`src/rtl/pending_encoder_pkg.sv`:
```
// pending_encoder_pkg
// Shared constants and helpers for the pending request encoder.
//   PRIO_FIXED / PRIO_RR : values for the ROUND_ROBIN parameter.
//   idx_width()          : index width for an N-entry vector. It never returns 0,
//                          so an index port always has at least one bit.
package pending_encoder_pkg;

    localparam int PRIO_FIXED = 0;
    localparam int PRIO_RR    = 1;

    function automatic int idx_width(input int n);
        return (n <= 2) ? 1 : $clog2(n);
    endfunction

endpackage

```
`src/rtl/pending_encoder_prio_pick.sv`:
```
// prio_pick
// Combinational selector. It picks the first set request found at or above
// i_start and wraps around to index 0 if nothing is set there.
//   i_req    [WIDTH] : request vector
//   i_start  [IDXW]  : first index to consider. Tie it to 0 for plain lowest-index priority.
//   o_onehot [WIDTH] : one-hot mask of the selected request
//   o_idx    [IDXW]  : encoded index of the selected request
//   o_found          : at least one request is set
module prio_pick
    import pending_encoder_pkg::*;
#(
    parameter  int WIDTH = 8,
    localparam int IDXW  = idx_width(WIDTH)
) (
    input  logic [WIDTH-1:0] i_req,
    input  logic [IDXW-1:0]  i_start,
    output logic [WIDTH-1:0] o_onehot,
    output logic [IDXW-1:0]  o_idx,
    output logic             o_found
);

    logic [WIDTH-1:0] w_hi_mask;
    logic [WIDTH-1:0] w_hi_req;
    logic [WIDTH-1:0] w_search;

    // Thermometer mask covering the bits at or above the start index.
    for (genvar gi = 0; gi < WIDTH; gi++) begin : g_mask
        assign w_hi_mask[gi] = (IDXW'(gi) >= i_start);
    end

    assign w_hi_req = i_req & w_hi_mask;

    // If no request is set at or above the start index, the search wraps.
    // The lowest set bit of the full vector is then the correct pick.
    assign w_search = (|w_hi_req) ? w_hi_req : i_req;

    // Isolate the lowest set bit with the two's-complement trick.
    assign o_onehot = w_search & (~w_search + WIDTH'(1));
    assign o_found  = |i_req;

    always_comb begin
        o_idx = '0;
        for (int i = WIDTH - 1; i >= 0; i--) begin
            if (w_search[i]) begin
                o_idx = IDXW'(i);
            end
        end
    end

endmodule

```
`src/rtl/pending_encoder.sv`:
```
// pending_encoder
// Collects request pulses into a pending set. One request per cycle moves into
// a registered output stage, which has a valid/ready handshake.
//   clk, rst   : clock; asynchronous active-high reset
//   in         : request lines, sampled every cycle
//   clear      : synchronous flush of the pending set and the output stage
//   out_idx    : index of the granted request (registered)
//   out_valid  : out_idx holds a grant
//   out_ready  : consumer accepts the grant when out_valid && out_ready
//   pending    : requests still waiting; excludes the one in the output stage
//   overflow   : one-cycle pulse when a request hits a bit that is already pending
module pending_encoder
    import pending_encoder_pkg::*;
#(
    parameter  int WIDTH       = 8,
    parameter  int ROUND_ROBIN = PRIO_FIXED,
    localparam int IDXW        = idx_width(WIDTH)
) (
    input  logic             clk,
    input  logic             rst,
    input  logic [WIDTH-1:0] in,
    input  logic             clear,
    output logic [IDXW-1:0]  out_idx,
    output logic             out_valid,
    input  logic             out_ready,
    output logic [WIDTH-1:0] pending,
    output logic             overflow
);

    logic [WIDTH-1:0] r_pending;
    logic             r_out_valid;
    logic [IDXW-1:0]  r_out_idx;
    logic [IDXW-1:0]  r_last_idx;
    logic             r_overflow;

    logic [IDXW-1:0]  w_start;
    logic [IDXW-1:0]  w_rr_start;
    logic [WIDTH-1:0] w_onehot;
    logic [IDXW-1:0]  w_idx;
    logic             w_found;
    logic             w_can_load;
    logic             w_load;
    logic [WIDTH-1:0] w_load_mask;

    // The round-robin search begins one past the last grant and wraps at WIDTH.
    // WIDTH need not be a power of two, so the wrap is an explicit compare.
    assign w_rr_start = (r_last_idx == IDXW'(WIDTH - 1)) ? '0 : r_last_idx + IDXW'(1);
    assign w_start    = (ROUND_ROBIN == PRIO_RR) ? w_rr_start : '0;

    prio_pick #(
        .WIDTH    (WIDTH)
    ) u_pick (
        .i_req    (r_pending),
        .i_start  (w_start),
        .o_onehot (w_onehot),
        .o_idx    (w_idx),
        .o_found  (w_found)
    );

    assign w_can_load  = !r_out_valid || out_ready;
    assign w_load      = w_can_load && w_found;
    assign w_load_mask = w_load ? w_onehot : '0;

    always_ff @(posedge clk or posedge rst) begin
        if (rst) begin
            r_pending   <= '0;
            r_out_valid <= 1'b0;
            r_out_idx   <= '0;
            r_overflow  <= 1'b0;
            r_last_idx  <= IDXW'(WIDTH - 1);
        end else if (clear) begin
            // Flush the pending set and the output stage. r_out_idx and
            // r_last_idx keep their values, so round-robin fairness survives
            // a flush.
            r_pending   <= '0;
            r_out_valid <= 1'b0;
            r_overflow  <= 1'b0;
        end else begin
            // A bit being loaded this cycle counts as free. A request on that
            // same bit re-arms it without raising overflow.
            r_pending  <= (r_pending & ~w_load_mask) | in;
            r_overflow <= |(in & r_pending & ~w_load_mask);
            if (w_can_load) begin
                r_out_valid <= w_found;
                if (w_load) begin
                    r_out_idx  <= w_idx;
                    r_last_idx <= w_idx;
                end
            end
        end
    end

    assign out_idx   = r_out_idx;
    assign out_valid = r_out_valid;
    assign pending   = r_pending;
    assign overflow  = r_overflow;

endmodule

```
`config.mk`:
```
export PLATFORM = sky130hd
export DESIGN_NAME = pending_encoder
export DESIGN_NICKNAME = d
export VERILOG_FILES = /design/src/rtl/pending_encoder_pkg.sv /design/src/rtl/pending_encoder_prio_pick.sv /design/src/rtl/pending_encoder.sv
export SDC_FILE = /design/constraint.sdc
export NUM_CORES = 1
export LEC_CHECK = 0
export BUFFER_PORTS_ARGS = -buffer_cell sky130_fd_sc_hd__buf_2
export CORE_UTILIZATION = 30
export DETAILED_ROUTE_END_ITERATION = 7
export PLACE_DENSITY_LB_ADDON = 0.3
export SETUP_SLACK_MARGIN = 0.3
export SYNTH_ARGS = -nofsm -noshare
export SYNTH_HDL_FRONTEND = slang
export SYNTH_SLANG_ARGS = --single-unit
```
`constraint.sdc`:
```
create_clock -name clk -period 2.2 [get_ports clk]
set_input_delay 0.22 -clock clk [delete_from_list [all_inputs] [get_ports clk]]
set_output_delay 0.22 -clock clk [all_outputs]
set_load 0.02 [all_outputs]
```
==> run metrics, run 1 <==
post-synthesis compound-gate area fraction=25.1%; die width=around 48 µm; skew final=0.00237 ns; cells after synthesis=67; largest net degree at the start of global routing=14; CP Capture Type=flip-flop; Max IR drop VDD=0.250 mV; Final setup viols=0; highest-delay cell along the critical path=dfrtp_1; gr ovfl total=0; Post-Syn Nets=79; critical path data arrival time=roughly 1.8 ns; Yosys cell types=27; crit path kind=reg -> reg; Seq cells post-synth=13; outcome=finished, final reports clean; register area share after synthesis=50.3%; Critical Path Source=pending[3]$_DFF_PP0_; met3 WL post-DR=63 µm; Num CTS Buffers=3; vias in the first global route=579; Synth Warn #=0; worst r2r dst=overflow$_DFF_PP0_; post-synthesis adder-cell area fraction=0%; largest family of logic cells by synthesized area=compound AO/OA/AOI/OAI gates; DR vias/cell=4.89; CTS sink count=13; Net Switching=0.181 mW; RSZ-0062 raised after global routing=false; Core Rows=16; Initial Util=around a third; drt initial violations=7; Leak=0.414 nW; Worst Setup Start Kind=flip-flop; area grow syn2layout=28.8%; Final WS setup=0.495 ns; slack of the worst reg-to-reg path=0.49 ns; setup bufs post-CTS=0; antenna diode count=0; Clock Latency Late Sink=about 0.27 ns; global-route wire length before repair=between 2000 and 3000 µm; CP max stage delay=about 0.45 ns; total number of vias=597; Min Hold Slack=0.181 ns; CP bufs+invs=0; routability congestion estimate=around 0.74; syn avg cell area=between 9 and 10 µm²; Die Y=48.4 µm; post-synthesis xor/xnor area fraction=0%; gr usage total=14.3%; CP Depth=5; DRC=0; die area=approximately 0.0023 mm²; pre-CTS setup slack=0.507 ns; DP Area=797 µm²; H-tree depth=1; Period minus WS final=1.71 ns; Hold Vio Cnt, Final=0; Max-Cap Viols=0; Hold Path Cell Cnt=3; worst setup path endpoint=overflow$_DFF_PP0_; Met1 Wirelength=around 610 µm; Worst Max-Slew Pin Slew=0.503 ns; power density over the cells=681 mW/mm²; Final period util=77.5%; Clock Power Share=25.8%; worst slew margin relative to its limit=between 60 and 70%; detailed placement HPWL=1130 µm; # nets final=around 110; Crit path max-delay family=simple AND/OR/NAND/NOR gates; Placed Cells=between 100 and 150; Reg clk slew, reported paths=0.08 ns; share of cells above drive strength 1=approximately a third; PortBufs=24; I/O Pins=25; antenna viol nets, final=0; top routing layer in use=met3; reg2reg path depth=5; initial antenna violation count=0; Util after Layout=a little over two fifths; sw frac=31.9%; core area=0.00200 mm²; post-synthesis mux area share=0%; Pins Over Slew Limit=0; CTS tree=yes; design area=around 830 µm²; internal power=0.387 mW; fmax=approximately 590 MHz; register share of total power=around half; Post-Route WL=1460 µm; Post-Route Setup TNS=0 ns; critical-path maximum fanout=5; CTS Root Cell=clkbuf_4; CTS max path bufs=2; Worst Hold Class=in -> reg; Routed WL per cell=12.0 µm; reg2reg start=pending[3]$_DFF_PP0_; Synth Area in Simple Gates=19.3%; power share of the combinational group=23.8%; Post-Syn Area=between 600 and 700 µm²; first-pass iteration count of the detailed router=4; met2 wire len=just under 800 µm; final std cells w/o fill=122; worst path required time=approximately 2.3 ns; Total Power=around 0.57 mW; Cell Chain, Critical Path=nor4_4, nand2b_2, or3_4, o211ai_2, a41oi_1
## worst min path at each step
stage           from                      to
2_1_floorplan    rst  out_idx[0]$_DFFE_PP0P_
3_3_place_gp     rst    pending[7]$_DFF_PP0_
3_5_place_dp     rst      overflow$_DFF_PP0_
4_1_cts        in[2]    pending[2]$_DFF_PP0_
5_1_grt        in[7]    pending[7]$_DFF_PP0_
6_report       in[6]    pending[6]$_DFF_PP0_
## synth_stat cells, drive strengths merged
master   instances  share of area [%]
nand2b           1                1.4
a41oi            1                1.4
and2             1               0.97
or2b             1                1.2
o21ai            5                3.9
o211ai           1                1.9
o221a            1                1.7
nand3            1               0.77
nor2             5                2.9
o41ai            1                1.4
nor4             2                4.3
clkbuf           1               0.58
a2bb2oi          1                1.4
or2              1               0.97
o21bai           1                1.2
a21oi           11                8.5
or3              2                2.7
dfrtp           13                 50
a211o            1                1.4
o31ai            1                1.2
nand2            3                1.7
inv              8                4.6
a32oi            1                1.4
nor2b            1               0.97
nor3             2                1.5
## logic make-up (layout without fill, tap and decap cells)
kind of cell    after synthesis  after routing
compound gates               25             25
buf+inv                       9             37
flops                        13             13
simple gates                 20             20
## worst reg2reg max path, cell delays in order, from the launching register on
cell and delay (ns):
dfrtp_1 0.45, nor4_4 0.35, nand2b_2 0.12, or3_4 0.36
o211ai_2 0.15, a41oi_1 0.14
## area by class of cell
class	count	area (µm²)
clock buffers	4	26.3
fillers	221	1170
inverters	8	30.0
multi-input cells	45	288
flip-flops and latches	13	325
well taps	27	33.8
repair buffers	25	130
## power by group through the flow
stage | registers, mW | clock network, mW | logic (mW)
6_report | 0.286 | 0.146 | 0.135
3_3_place_gp | 0.290 | 0 | 0.133
5_1_grt | 0.291 | 0.161 | 0.150
4_1_cts | 0.286 | 0.149 | 0.137
2_1_floorplan | 0.317 | 0 | 0.0598
3_5_place_dp | 0.291 | 0 | 0.136
## layer usage
metal / up-vias / track usage (%)
li1: 298 / -
met4: 0 / 8.82
met5: - / 0
met1: 281 / 16.1
met2: 18 / 25.4
met3: 0 / 2.20
## timing repair
item	CTS	global route
hold endpoints to repair	13	0
hold buffers	1	0
resized for setup	0	0
## cell usage in the layout (no fill, tap or decap), types with 2 or more instances in the layout
cell,count
nor2_1,5
a21oi_1,11
inv_1,8
clkbuf_4,3
o21ai_0,5
buf_2,24
dfrtp_1,13
nand2_1,3
nor3_1,2
## sequential cells by signal (all words and copies together), names as in the netlist
| signal | flops |
|---|---|
| out_idx | 3 |
| out_valid | 1 |
| overflow | 1 |
| pending | 8 |
Note: power is estimated with default switching activity, not from simulation.
==> run 2: changes to the inputs <==
==> constraint.sdc (replaced) <==
create_clock -name clk -period 1.7 [get_ports clk]
set_input_delay 0.17 -clock clk [delete_from_list [all_inputs] [get_ports clk]]
set_output_delay 0.17 -clock clk [all_outputs]
set_load 0.02 [all_outputs]
==> run metrics, run 2 (synthesis gave the netlist of run 1 again) <==
Post-Route WL=1630 µm (+11%); crit path kind=reg -> reg; global-route wire length before repair=2570 µm (+0.51%); Routed WL per cell=12.6 µm (+5.2%); total number of vias=637 (+6.7%); Hold Vio Cnt, Final=0 (unchanged); Min Hold Slack=0.125 ns (-0.0567 ns); drt initial violations=9 (+2); DP Area=815 µm² (+2.2%); Period minus WS final=1.65 ns (-0.0551 ns); most frequent cells in the layout=buf_2, a21oi_1, dfrtp_1; CTS max path bufs=2 (unchanged); CTS tree=yes; critical-path maximum fanout=4 (-1); antenna viol nets, final=0 (unchanged); Initial Util=32.3% (unchanged); routability congestion estimate=0.748 (+0.47%); largest net degree at the start of global routing=14 (unchanged); worst path required time=1.86 ns (-0.48 ns); core area=0.00200 mm² (unchanged); skew final=0.00396 ns (+0.00160 ns); highest-delay cell along the critical path=dfrtp_2; RSZ-0062 raised after global routing=true; power density over the cells=847 mW/mm² (+24%); vias in the first global route=595 (+2.8%); Pins Over Slew Limit=0 (unchanged); design area=921 µm² (+11%); Worst Max-Slew Pin Slew=0.508 ns (+0.00492 ns); worst slew margin relative to its limit=66.1% (-0.33 points); DRC=0 (unchanged); gr usage total=14.1% (-0.24 points); outcome=finished, final reports clean; Clock Latency Late Sink=0.28 ns (about the same); Num CTS Buffers=3 (unchanged); CP max stage delay=0.45 ns (about the same); CTS sink count=13 (unchanged); fmax=606 MHz (+3.3%); first-pass iteration count of the detailed router=5 (+1); commonest non-fill, non-tap cell in the layout=buf_2; Final setup viols=0 (unchanged); Max IR drop VDD=0.278 mV (+11%); Core Rows=16 (unchanged); gr ovfl total=0 (unchanged); CP Capture Type=flip-flop; CTS Root Cell=clkbuf_4; antenna diode count=0 (unchanged); DR vias/cell=4.94 (+0.91%); critical path data arrival time=1.81 ns (-0.03 ns); max reg flops=8 (unchanged); Worst Setup Start Kind=flip-flop; # nets final=115 (+6.5%); PortBufs=24 (unchanged); die area=0.00235 mm² (unchanged); detailed placement HPWL=1160 µm (+2.5%); initial antenna violation count=0 (unchanged); Die Y=48.4 µm (unchanged); Worst Hold Class=in -> reg; Total Power=0.780 mW (+37%); die width=48.4 µm (unchanged); H-tree depth=1 (unchanged); I/O Pins=25 (unchanged); share of cells above drive strength 1=48.0% (+13 points); Cell Chain, Critical Path=nor4_4, nand2b_2, or3_4, o211ai_2, a41oi_1; Max-Cap Viols=0 (unchanged); Leak=0.446 nW (+7.7%); Final period util=97.1% (+20 points); Reg clk slew, reported paths=0.09 ns (about the same); area grow syn2layout=42.4%
==> run 2: final timing paths <==
check,start,to,slack (ns),cells after the start
setup / recovery,pending[3]$_DFF_PP0_,overflow$_DFF_PP0_,0.05,5
hold / removal,in[6],pending[6]$_DFF_PP0_,0.12,3
setup reg to reg,pending[3]$_DFF_PP0_,overflow$_DFF_PP0_,0.05,5
hold reg to reg,out_idx[2]$_DFFE_PP0P_,out_idx[2]$_DFFE_PP0P_,0.48,2
max in group asynchronous,rst,pending[3]$_DFF_PP0_,0.88,3
min in group asynchronous,rst,pending[7]$_DFF_PP0_,0.45,3
==> run 2: worst max-delay path: cells and delay by family, from the launching register on <==
kind	cells	cell delay, ns
simple gates	3	0.82
flops	1	0.45
compound gates	2	0.27
==> run 2: cell type report <==
class                   instances  area (µm²)
flip-flops and latches         13         330
inverters                       8        30.0
well taps                      27        33.8
repair buffers                 32         186
clock buffers                   4        26.3
fillers                       201        1080
multi-input cells              45         314
==> run 2: power breakdown <==
part / internal [mW] / switching, mW / total (mW)
Clock: 0.0909 / 0.109 / 0.200
Combinational: 0.0918 / 0.117 / 0.208
Sequential: 0.339 / 0.0328 / 0.372
Total: 0.522 / 0.258 / 0.780
==> run 2: through the flow <==
step	instances	TNS, ns	setup WS (ns)	utilization, %
after CTS	126	0	0.0304	43.3
after detailed placement	119	0	0.0113	40.7
after floorplan	67	0	0.0899	-
after global placement	119	0	0.0359	40.7
after global routing	129	-0.0571	-0.0454	46.0
final	129	0	0.0499	46.0
==> run 2: metal layers <==
| metal | vias to the layer above | global-route usage (%) | part of all wire [%] |
|---|---|---|---|
| met5 | - | 0 | 0 |
| met4 | 0 | 5.88 | 0.18 |
| met3 | 2 | 2.52 | 5.0 |
| met2 | 24 | 25.4 | 54 |
| met1 | 302 | 16.4 | 41 |
| li1 | 309 | - | - |
==> run 2: timing repair <==
item	in CTS	in global routing
resized for setup	2	10
setup buffers	2	3
hold buffers	1	0
endpoints found under the hold margin	13	0
endpoints found under the setup margin	7	8
pin swaps	1	1
